## config.mk

```make
export PLATFORM = sky130hd
export DESIGN_NAME = bsg_div_seq_flat
export DESIGN_NICKNAME = d
export VERILOG_FILES = /design/src/rtl/bsg_div_seq_if.sv /design/src/rtl/bsg_div_seq.sv /design/src/flat_wrapper.sv
export SDC_FILE = /design/constraint.sdc
export NUM_CORES = 1
export LEC_CHECK = 0
export ABC_AREA = 1
export CORE_MARGIN = 10
export CORE_UTILIZATION = 53
export DETAILED_ROUTE_END_ITERATION = 6
export PLACE_DENSITY_LB_ADDON = 0.2
export SLEW_MARGIN = 20
export SYNTH_ARGS = -nofsm -noshare
export SYNTH_HDL_FRONTEND = slang
export SYNTH_SLANG_ARGS = --single-unit
```

## constraint.sdc

```tcl
create_clock -name clk_i -period 6.35 [get_ports clk_i]
set_input_delay 1.5875 -clock clk_i [delete_from_list [all_inputs] [get_ports clk_i]]
set_output_delay 1.5875 -clock clk_i [all_outputs]
set_load 0.02 [all_outputs]
```

## src/rtl/bsg_div_seq_if.sv

```systemverilog
// Operand/result handshake bundle for bsg_div_seq: ready/valid operands in, valid/yumi results out.
// slave is the divider side; master is the producer/consumer side.
interface bsg_div_seq_if #(
    parameter int width_p = 32
);
    logic               v_i;
    logic               ready_o;
    logic [width_p-1:0] dividend_i;
    logic [width_p-1:0] divisor_i;
    logic               signed_i;
    logic               v_o;
    logic [width_p-1:0] quotient_o;
    logic [width_p-1:0] remainder_o;
    logic               yumi_i;

    modport slave (
        input  v_i, dividend_i, divisor_i, signed_i, yumi_i,
        output ready_o, v_o, quotient_o, remainder_o
    );

    modport master (
        output v_i, dividend_i, divisor_i, signed_i, yumi_i,
        input  ready_o, v_o, quotient_o, remainder_o
    );
endinterface

```

## src/rtl/bsg_div_seq.sv

```systemverilog
// Sequential radix-2 restoring divider (signed/unsigned), one quotient bit per cycle.
// Define BSG_DIV_SEQ_ZERO_FAST_EN to complete a divide-by-zero in one cycle instead of width_p+1.
module bsg_div_seq #(
    parameter int width_p = 32
) (
    input logic           clk_i,
    input logic           reset_i,
    bsg_div_seq_if.slave  io
);
    localparam int cnt_w_lp = $clog2(width_p);

    typedef enum logic [1:0] {
        IDLE = 2'd0,
        CALC = 2'd1,
        DONE = 2'd2
    } state_e;

    state_e              state_q, state_d;
    logic [cnt_w_lp-1:0] cnt_q, cnt_d;
    logic [width_p-1:0]  dvs_q, dvs_d;
    logic [width_p-1:0]  rem_q, rem_d;
    logic [width_p-1:0]  quo_q, quo_d;
    logic                qneg_q, qneg_d;
    logic                rneg_q, rneg_d;
    logic [width_p-1:0]  quotient_q, quotient_d;
    logic [width_p-1:0]  remainder_q, remainder_d;

    logic                ready;
    logic                accept;
    logic                dd_neg, dv_neg;
    logic [width_p-1:0]  dd_mag, dv_mag;
    logic [width_p:0]    rem_sh, diff;
    logic                nonneg;
    logic [width_p-1:0]  rem_nx, quo_nx;

    assign ready  = (state_q == IDLE) & ~reset_i;
    assign accept = io.v_i & ready;

    assign dd_neg = io.signed_i & io.dividend_i[width_p-1];
    assign dv_neg = io.signed_i & io.divisor_i[width_p-1];
    assign dd_mag = dd_neg ? (~io.dividend_i + 1'b1) : io.dividend_i;
    assign dv_mag = dv_neg ? (~io.divisor_i + 1'b1) : io.divisor_i;

    // Partial remainder is < divisor, so the true difference always fits a signed width_p+1 value.
    assign rem_sh = {rem_q, quo_q[width_p-1]};
    assign diff   = rem_sh - {1'b0, dvs_q};
    assign nonneg = ~diff[width_p];
    assign rem_nx = nonneg ? diff[width_p-1:0] : rem_sh[width_p-1:0];
    assign quo_nx = {quo_q[width_p-2:0], nonneg};

    always_comb begin
        state_d     = state_q;
        cnt_d       = cnt_q;
        dvs_d       = dvs_q;
        rem_d       = rem_q;
        quo_d       = quo_q;
        qneg_d      = qneg_q;
        rneg_d      = rneg_q;
        quotient_d  = quotient_q;
        remainder_d = remainder_q;

        unique case (state_q)
            IDLE: begin
                if (accept) begin
                    dvs_d   = dv_mag;
                    quo_d   = dd_mag;
                    rem_d   = '0;
                    cnt_d   = cnt_w_lp'(width_p - 1);
                    // A zero divisor yields an all-ones magnitude quotient that must stay all ones.
                    qneg_d  = (dd_neg ^ dv_neg) & (io.divisor_i != '0);
                    rneg_d  = dd_neg;
                    state_d = CALC;
`ifdef BSG_DIV_SEQ_ZERO_FAST_EN
                    if (io.divisor_i == '0) begin
                        quotient_d  = '1;
                        remainder_d = io.dividend_i;
                        state_d     = DONE;
                    end
`endif
                end
            end
            CALC: begin
                rem_d = rem_nx;
                quo_d = quo_nx;
                cnt_d = cnt_q - 1'b1;
                if (cnt_q == '0) begin
                    quotient_d  = qneg_q ? (~quo_nx + 1'b1) : quo_nx;
                    remainder_d = rneg_q ? (~rem_nx + 1'b1) : rem_nx;
                    state_d     = DONE;
                end
            end
            DONE: begin
                if (io.yumi_i) begin
                    state_d = IDLE;
                end
            end
            default: state_d = IDLE;
        endcase
    end

    always_ff @(posedge clk_i or posedge reset_i) begin
        if (reset_i) begin
            state_q     <= IDLE;
            cnt_q       <= '0;
            dvs_q       <= '0;
            rem_q       <= '0;
            quo_q       <= '0;
            qneg_q      <= 1'b0;
            rneg_q      <= 1'b0;
            quotient_q  <= '0;
            remainder_q <= '0;
        end else begin
            state_q     <= state_d;
            cnt_q       <= cnt_d;
            dvs_q       <= dvs_d;
            rem_q       <= rem_d;
            quo_q       <= quo_d;
            qneg_q      <= qneg_d;
            rneg_q      <= rneg_d;
            quotient_q  <= quotient_d;
            remainder_q <= remainder_d;
        end
    end

    assign io.ready_o     = ready;
    assign io.v_o         = (state_q == DONE);
    assign io.quotient_o  = quotient_q;
    assign io.remainder_o = remainder_q;
endmodule

```

## src/flat_wrapper.sv

```systemverilog
// flat-port wrapper written by rule: the top's interface ports become plain ports
module bsg_div_seq_flat 
#(
    parameter int width_p = 32
)
  (clk_i, reset_i, io_v_i, io_dividend_i, io_divisor_i, io_signed_i, io_yumi_i, io_ready_o, io_v_o, io_quotient_o, io_remainder_o);
  bsg_div_seq_if #(.width_p(width_p)) io_i ();
  input logic clk_i;
  input logic reset_i;
  input wire logic [$bits(io_i.v_i)-1:0] io_v_i;
  input wire logic [$bits(io_i.dividend_i)-1:0] io_dividend_i;
  input wire logic [$bits(io_i.divisor_i)-1:0] io_divisor_i;
  input wire logic [$bits(io_i.signed_i)-1:0] io_signed_i;
  input wire logic [$bits(io_i.yumi_i)-1:0] io_yumi_i;
  output wire logic [$bits(io_i.ready_o)-1:0] io_ready_o;
  output wire logic [$bits(io_i.v_o)-1:0] io_v_o;
  output wire logic [$bits(io_i.quotient_o)-1:0] io_quotient_o;
  output wire logic [$bits(io_i.remainder_o)-1:0] io_remainder_o;
  assign io_i.v_i = io_v_i;
  assign io_i.dividend_i = io_dividend_i;
  assign io_i.divisor_i = io_divisor_i;
  assign io_i.signed_i = io_signed_i;
  assign io_i.yumi_i = io_yumi_i;
  assign io_ready_o = io_i.ready_o;
  assign io_v_o = io_i.v_o;
  assign io_quotient_o = io_i.quotient_o;
  assign io_remainder_o = io_i.remainder_o;
  bsg_div_seq #(.width_p(width_p)) u_core (.clk_i(clk_i), .reset_i(reset_i), .io(io_i));
endmodule
```

Word level (Yosys, flattened, before mapping)
Cells that the tools add are included.

Bits in registers: 169. Latch bits: 0. Memory bits (writable): 0. Bits in read-only memories: 0. Input bits: 69. Output and inout bits: 66. Word-level logic and storage cells: 55. Memories kept: 0.

$add $sub $neg: 6. Multiply operators: 0. Div/mod/pow operators: 0. Magnitude comparators: 0. Equality and inequality tests: 5. Shift operators: 0. Mux-type cells: 15. Bitwise operators: 12. Reductions and logical operators: 8.

Operators with widths (count): two-way mux 32 bit (7); adder 32 x 1 -> 32 bit (second input constant) (4); inverter 32 bit (4); one-hot mux 32 bit (2 select lines) (2); subtractor 33 x 32 -> 33 bit (1); nonzero test 32 bit (1); one-hot mux 5 bit (2 select lines) (1); two-way mux 2 bit (3); one-hot mux 2 bit (3 select lines) (1); AND reduction 2 bit (3); AND 1 bit (5); zero test 5 bit (1); two-way mux 5 bit (1); subtractor 5 x 1 -> 5 bit (second input constant) (1); inequality test 2 x 1 -> 1 bit (second input constant) (2); AND reduction 3 bit (1); equality test 2 x 1 -> 1 bit (second input constant) (1); equality test 2 bit (second input constant) (1); zero test 2 bit (1); inequality test 2 bit (second input constant) (1); inverter 1 bit (2); nonzero test 2 bit (1); XOR 1 bit (1).

Longest topological paths before layout
Depth in word-level cells: 5. Mapped depth: 30. Gate-level depth less buffers: 29.

Worst setup path before layout
Ideal clock, no wire load.

Path kind: register to register. From: register u_core.quo_q[31]. To: register u_core.quotient_q[30], in the netlist u_core.io.quotient_o[30]. Setup time: 0.118 ns. Arrival time: 3.833 ns. Data required time: 6.232 ns. Slack: 2.399 ns. Cell stages (with the launch flop): 31. Buffers on the path: 1. Period minus slack after synthesis: 3.951 ns. Cells stage by stage: dfrtp_1 -> inv_1 -> ha_1 -> fa_1 -> inv_1 -> nand2_1 -> nand2_1 -> nand3_1 -> nand2_2 -> nand2_2 -> nand2_2 -> nand2_4 -> nand2_4 -> nand2_4 -> nand2_8 -> buf_2 -> ha_1 -> inv_1 -> nor3_1 -> nand3_1 -> nor3_1 -> nand2_1 -> nor3_2 -> nand2_1 -> nor3_1 -> nand2_1 -> o21ai_2 -> nand2_1 -> or2_2 -> nand3_1 -> nand2_1.

Longest elaborated chain between the ends: 5.

RTL lines: start, declared (RTL line bsg_div_seq.sv:22) `logic [width_p-1:0] quo_q, quo_d;`; start signal, assigned (RTL line bsg_div_seq.sv:117) `quo_q <= quo_d;`; subtractor 33 x 32 -> 33 bit (RTL line bsg_div_seq.sv:46) `assign diff = rem_sh - {1'b0, dvs_q};`; inverter 1 bit (RTL line bsg_div_seq.sv:47) `assign nonneg = ~diff[width_p];`; inverter 32 bit (RTL line bsg_div_seq.sv:87) `quotient_d = qneg_q ? (~quo_nx + 1'b1) : quo_nx;`; adder 32 x 1 -> 32 bit (RTL line bsg_div_seq.sv:87); two-way mux 32 bit (RTL line bsg_div_seq.sv:87); end signal, assigned (RTL line bsg_div_seq.sv:120) `quotient_q <= quotient_d;`; end, declared (RTL line bsg_div_seq.sv:25) `logic [width_p-1:0] quotient_q, quotient_d;`.

Every way passes these cells. A chain may end at the register's enable or synchronous reset.

Final worst setup path
Ends and elaborated chain as after synthesis.

==> metrics.yaml <==
grt:
  grt_pass1_wl_um: 67500
  antenna_found_initial: 0
  grt_max_degree: 99
  grtUsageTotal_pct: 26.9
  grt_pass1_vias: 13000
  overflow: 0
logic_synthesis:
  ys_seq_area_share_pct: 32.0
  syn-num-nets: 2152
  yosysUniqueCellTypes: 53
  ys_ff_latch: 169
  synth_edf_count: 0
  synth_area_um2: 13200
  ys_warn_count: 0
  synth_flop_cell: "dfrtp_1"
  async_flop_share_pct: 100
  syn_inst: 2044
  syn_area_per_cell_um2: 6.46
floorplan:
  dieArea_um2: 31600
  die_y_um: 178
  io_pins: 135
  rows: 57
  core_area_um2: 24400
  die_w_um: 178
  start_util_pct: 54.2
finish:
  final_common_cell: "nand2_1"
  layout-drive-gt1-share_pct: 4.83
  finish.net_count: 2249
  diodes: 0
  layout_common_cells: "724 x nand2_1, 279 x inv_1, 178 x nor2_1, 169 x dfrtp_1, 147 x nand3_1"
  area_growth_pct: 15.8
  fillers: 2377
worst_setup_path:
  path_delay_family: "simple AND/OR/NAND/NOR gates"
  worst_ep_required_time_ns: 6.66
  critical_path_class: "flop to flop"
  setup.worst_path.start_class: "flop"
  cp.buffers_inverters: 3
  setup.worst_path.end_class: "flop"
  crit_fanout: 45
  r2r_start: "u_core.quo_q[31]"
  setup.worst_path.start: "u_core.quo_q[31]"
  cp_slowest_cell: "fa_1"
  crit_path_frequent_cell: "nand2_1"
  slowest_delay_ns: 0.42
  worstPathArrival_ns: 5.05
timing:
  rsz0062_at_grt: "false"
  setup-tns-final_ns: 0
  setup_viol: 0
  fin_crit_ns: 4.74
  hold_viol: 0
  max_freq_mhz: 211
  tightest_slew_ns: 1.11
  slew_viol_final: 0
  timing.final.crit_share_pct: 74.6
  slew_headroom_pct: 25.8
  fin_skew_ns: 0.0148
drt:
  routed_wl_um: 42500
  dr.first_iter.drc_count: 1091
  vias: 13500
  detailedRoute.firstPassIterationCount: 5
  via_per_inst: 5.43
  route.detailed.drc: 0
  post_drt_wl_per_cell_um: 17.2
  route.antenna.remaining_nets: 0
clock_tree:
  ctsHoldBuffers: 0
  clock_latency_ns: 0.45
  postCtsResizedCells: 0
  clockBufferDepth: 2
  cts.sinks: 169
  htreeDepth: 4
  cts_buffers: 17
  postCtsSetupBuffers: 0
  cts_tree: "built"
  cts_root_buffer: "clkbuf_16"
  clkSlewWorstSetupHoldPaths_ns: 0.07
min_path:
  hold_start: "u_core.io.remainder_o[10]"
  hold_class: "flop to flop"
status:
  status: "complete, no violations"
placement:
  post-dp-hpwl_um: 33600
  gp_congestion: 0.968
  io_buffers: 134
job:
  cap_viol_max_count: 0
## synthesized netlist by cell type (3+ instances only)
| cell | n | area [um2] |
|---|---|---|
| o22ai_1 | 30 | 188 |
| buf_1 | 5 | 18.8 |
| nor4_1 | 10 | 62.6 |
| xor2_1 | 68 | 596 |
| o21bai_1 | 5 | 37.5 |
| o31ai_1 | 5 | 37.5 |
| clkinv_1 | 4 | 15.0 |
| nand4_1 | 20 | 125 |
| clkbuf_1 | 45 | 169 |
| nand3b_1 | 12 | 90.1 |
| buf_4 | 3 | 22.5 |
| nand2_4 | 6 | 67.6 |
| nor3_1 | 34 | 170 |
| o21ai_1 | 9 | 45.0 |
| a21oi_1 | 23 | 115 |
| ha_1 | 38 | 475 |
| a31oi_1 | 3 | 18.8 |
| buf_6 | 6 | 67.6 |
| and2_1 | 3 | 18.8 |
| a21oi_2 | 3 | 26.3 |
| inv_2 | 6 | 22.5 |
| o211ai_1 | 7 | 52.6 |
| inv_1 | 281 | 1050 |
| nand2_1 | 727 | 2730 |
| dfrtp_1 | 169 | 4230 |
| xnor2_1 | 18 | 158 |
| nand2_2 | 22 | 138 |
| or2_2 | 5 | 31.3 |
| o221ai_1 | 29 | 254 |
| nor2_1 | 178 | 668 |
| nand3_1 | 147 | 736 |
| nor2_2 | 9 | 56.3 |
| buf_2 | 4 | 20.0 |
| o21ai_0 | 85 | 425 |
## metrics by stage
step	hold WS, ns	area [um2]	setup WS [ns]	util [%]	instances
3_3_place_gp	0.466	14700	1.79	60.4	2446
4_1_cts	0.488	15300	1.71	62.7	2477
2_1_floorplan	0.453	13200	0.187	-	2044
3_5_place_dp	0.469	14700	1.72	60.4	2446
5_1_grt	0.502	15300	1.13	62.7	2477
6_report	0.483	15300	1.61	62.7	2477
## worst paths after layout
check,cells after the start,end,slack [ns]
setup reg to reg,29,u_core.io.quotient_o[30],1.61
hold / removal,2,u_core.io.remainder_o[10],0.48
hold reg to reg,2,u_core.io.remainder_o[10],0.48
max in group asynchronous,3,u_core.rem_q[4],3.52
min in group asynchronous,2,u_core.dvs_q[13],1.71
setup / recovery,29,u_core.io.quotient_o[30],1.61
## registers in the layout, summed over array words and instances, names as in the netlist
name                   flops
u_core.rem_q              32
u_core.state_q             2
u_core.rneg_q              1
u_core.io.remainder_o     32
u_core.quo_q              32
u_core.dvs_q              32
u_core.io.quotient_o      32
u_core.qneg_q              1
u_core.cnt_q               5
## kinds of logic after synthesis
kind of cell | Yosys count | synth area share [%]
AO/OA/AOI/OAI | 210 | 9.84
AND/OR/NAND/NOR | 1186 | 38.2
XOR/XNOR | 86 | 5.70
flip-flops | 169 | 32.0
buffers and inverters | 354 | 10.5
adder cells (fa/ha/maj) | 39 | 3.75
## routing by layer
layer / track usage [%] / vias to the layer above / share of wire [%]
li1: - / 6668 / -
met1: 33.6 / 6200 / 43
met2: 45.4 / 494 / 48
met3: 3.91 / 90 / 5.6
met4: 11.2 / 0 / 3.5
met5: 0 / - / 0
## final cells by class
type	instances	area (um2)	share of cell area (%)
Multi-Input combinational cell	1521	7600	49.7
Clock buffer	19	443	2.90
Sequential cell	169	4230	27.7
Inverter	291	1100	7.17
Timing Repair Buffer	141	1390	9.11
Clock inverter	12	129	0.843
Tap cell	324	405	2.65
## tightest hold or removal path, stage by stage, from the launching register on
cell,delay (ns)
dfrtp_1,0.34
nand2_1,0.05
nand2_1,0.06
Power is not shown: default switching activity piles up to over one toggle a cycle in this logic, so the estimate is an artifact.
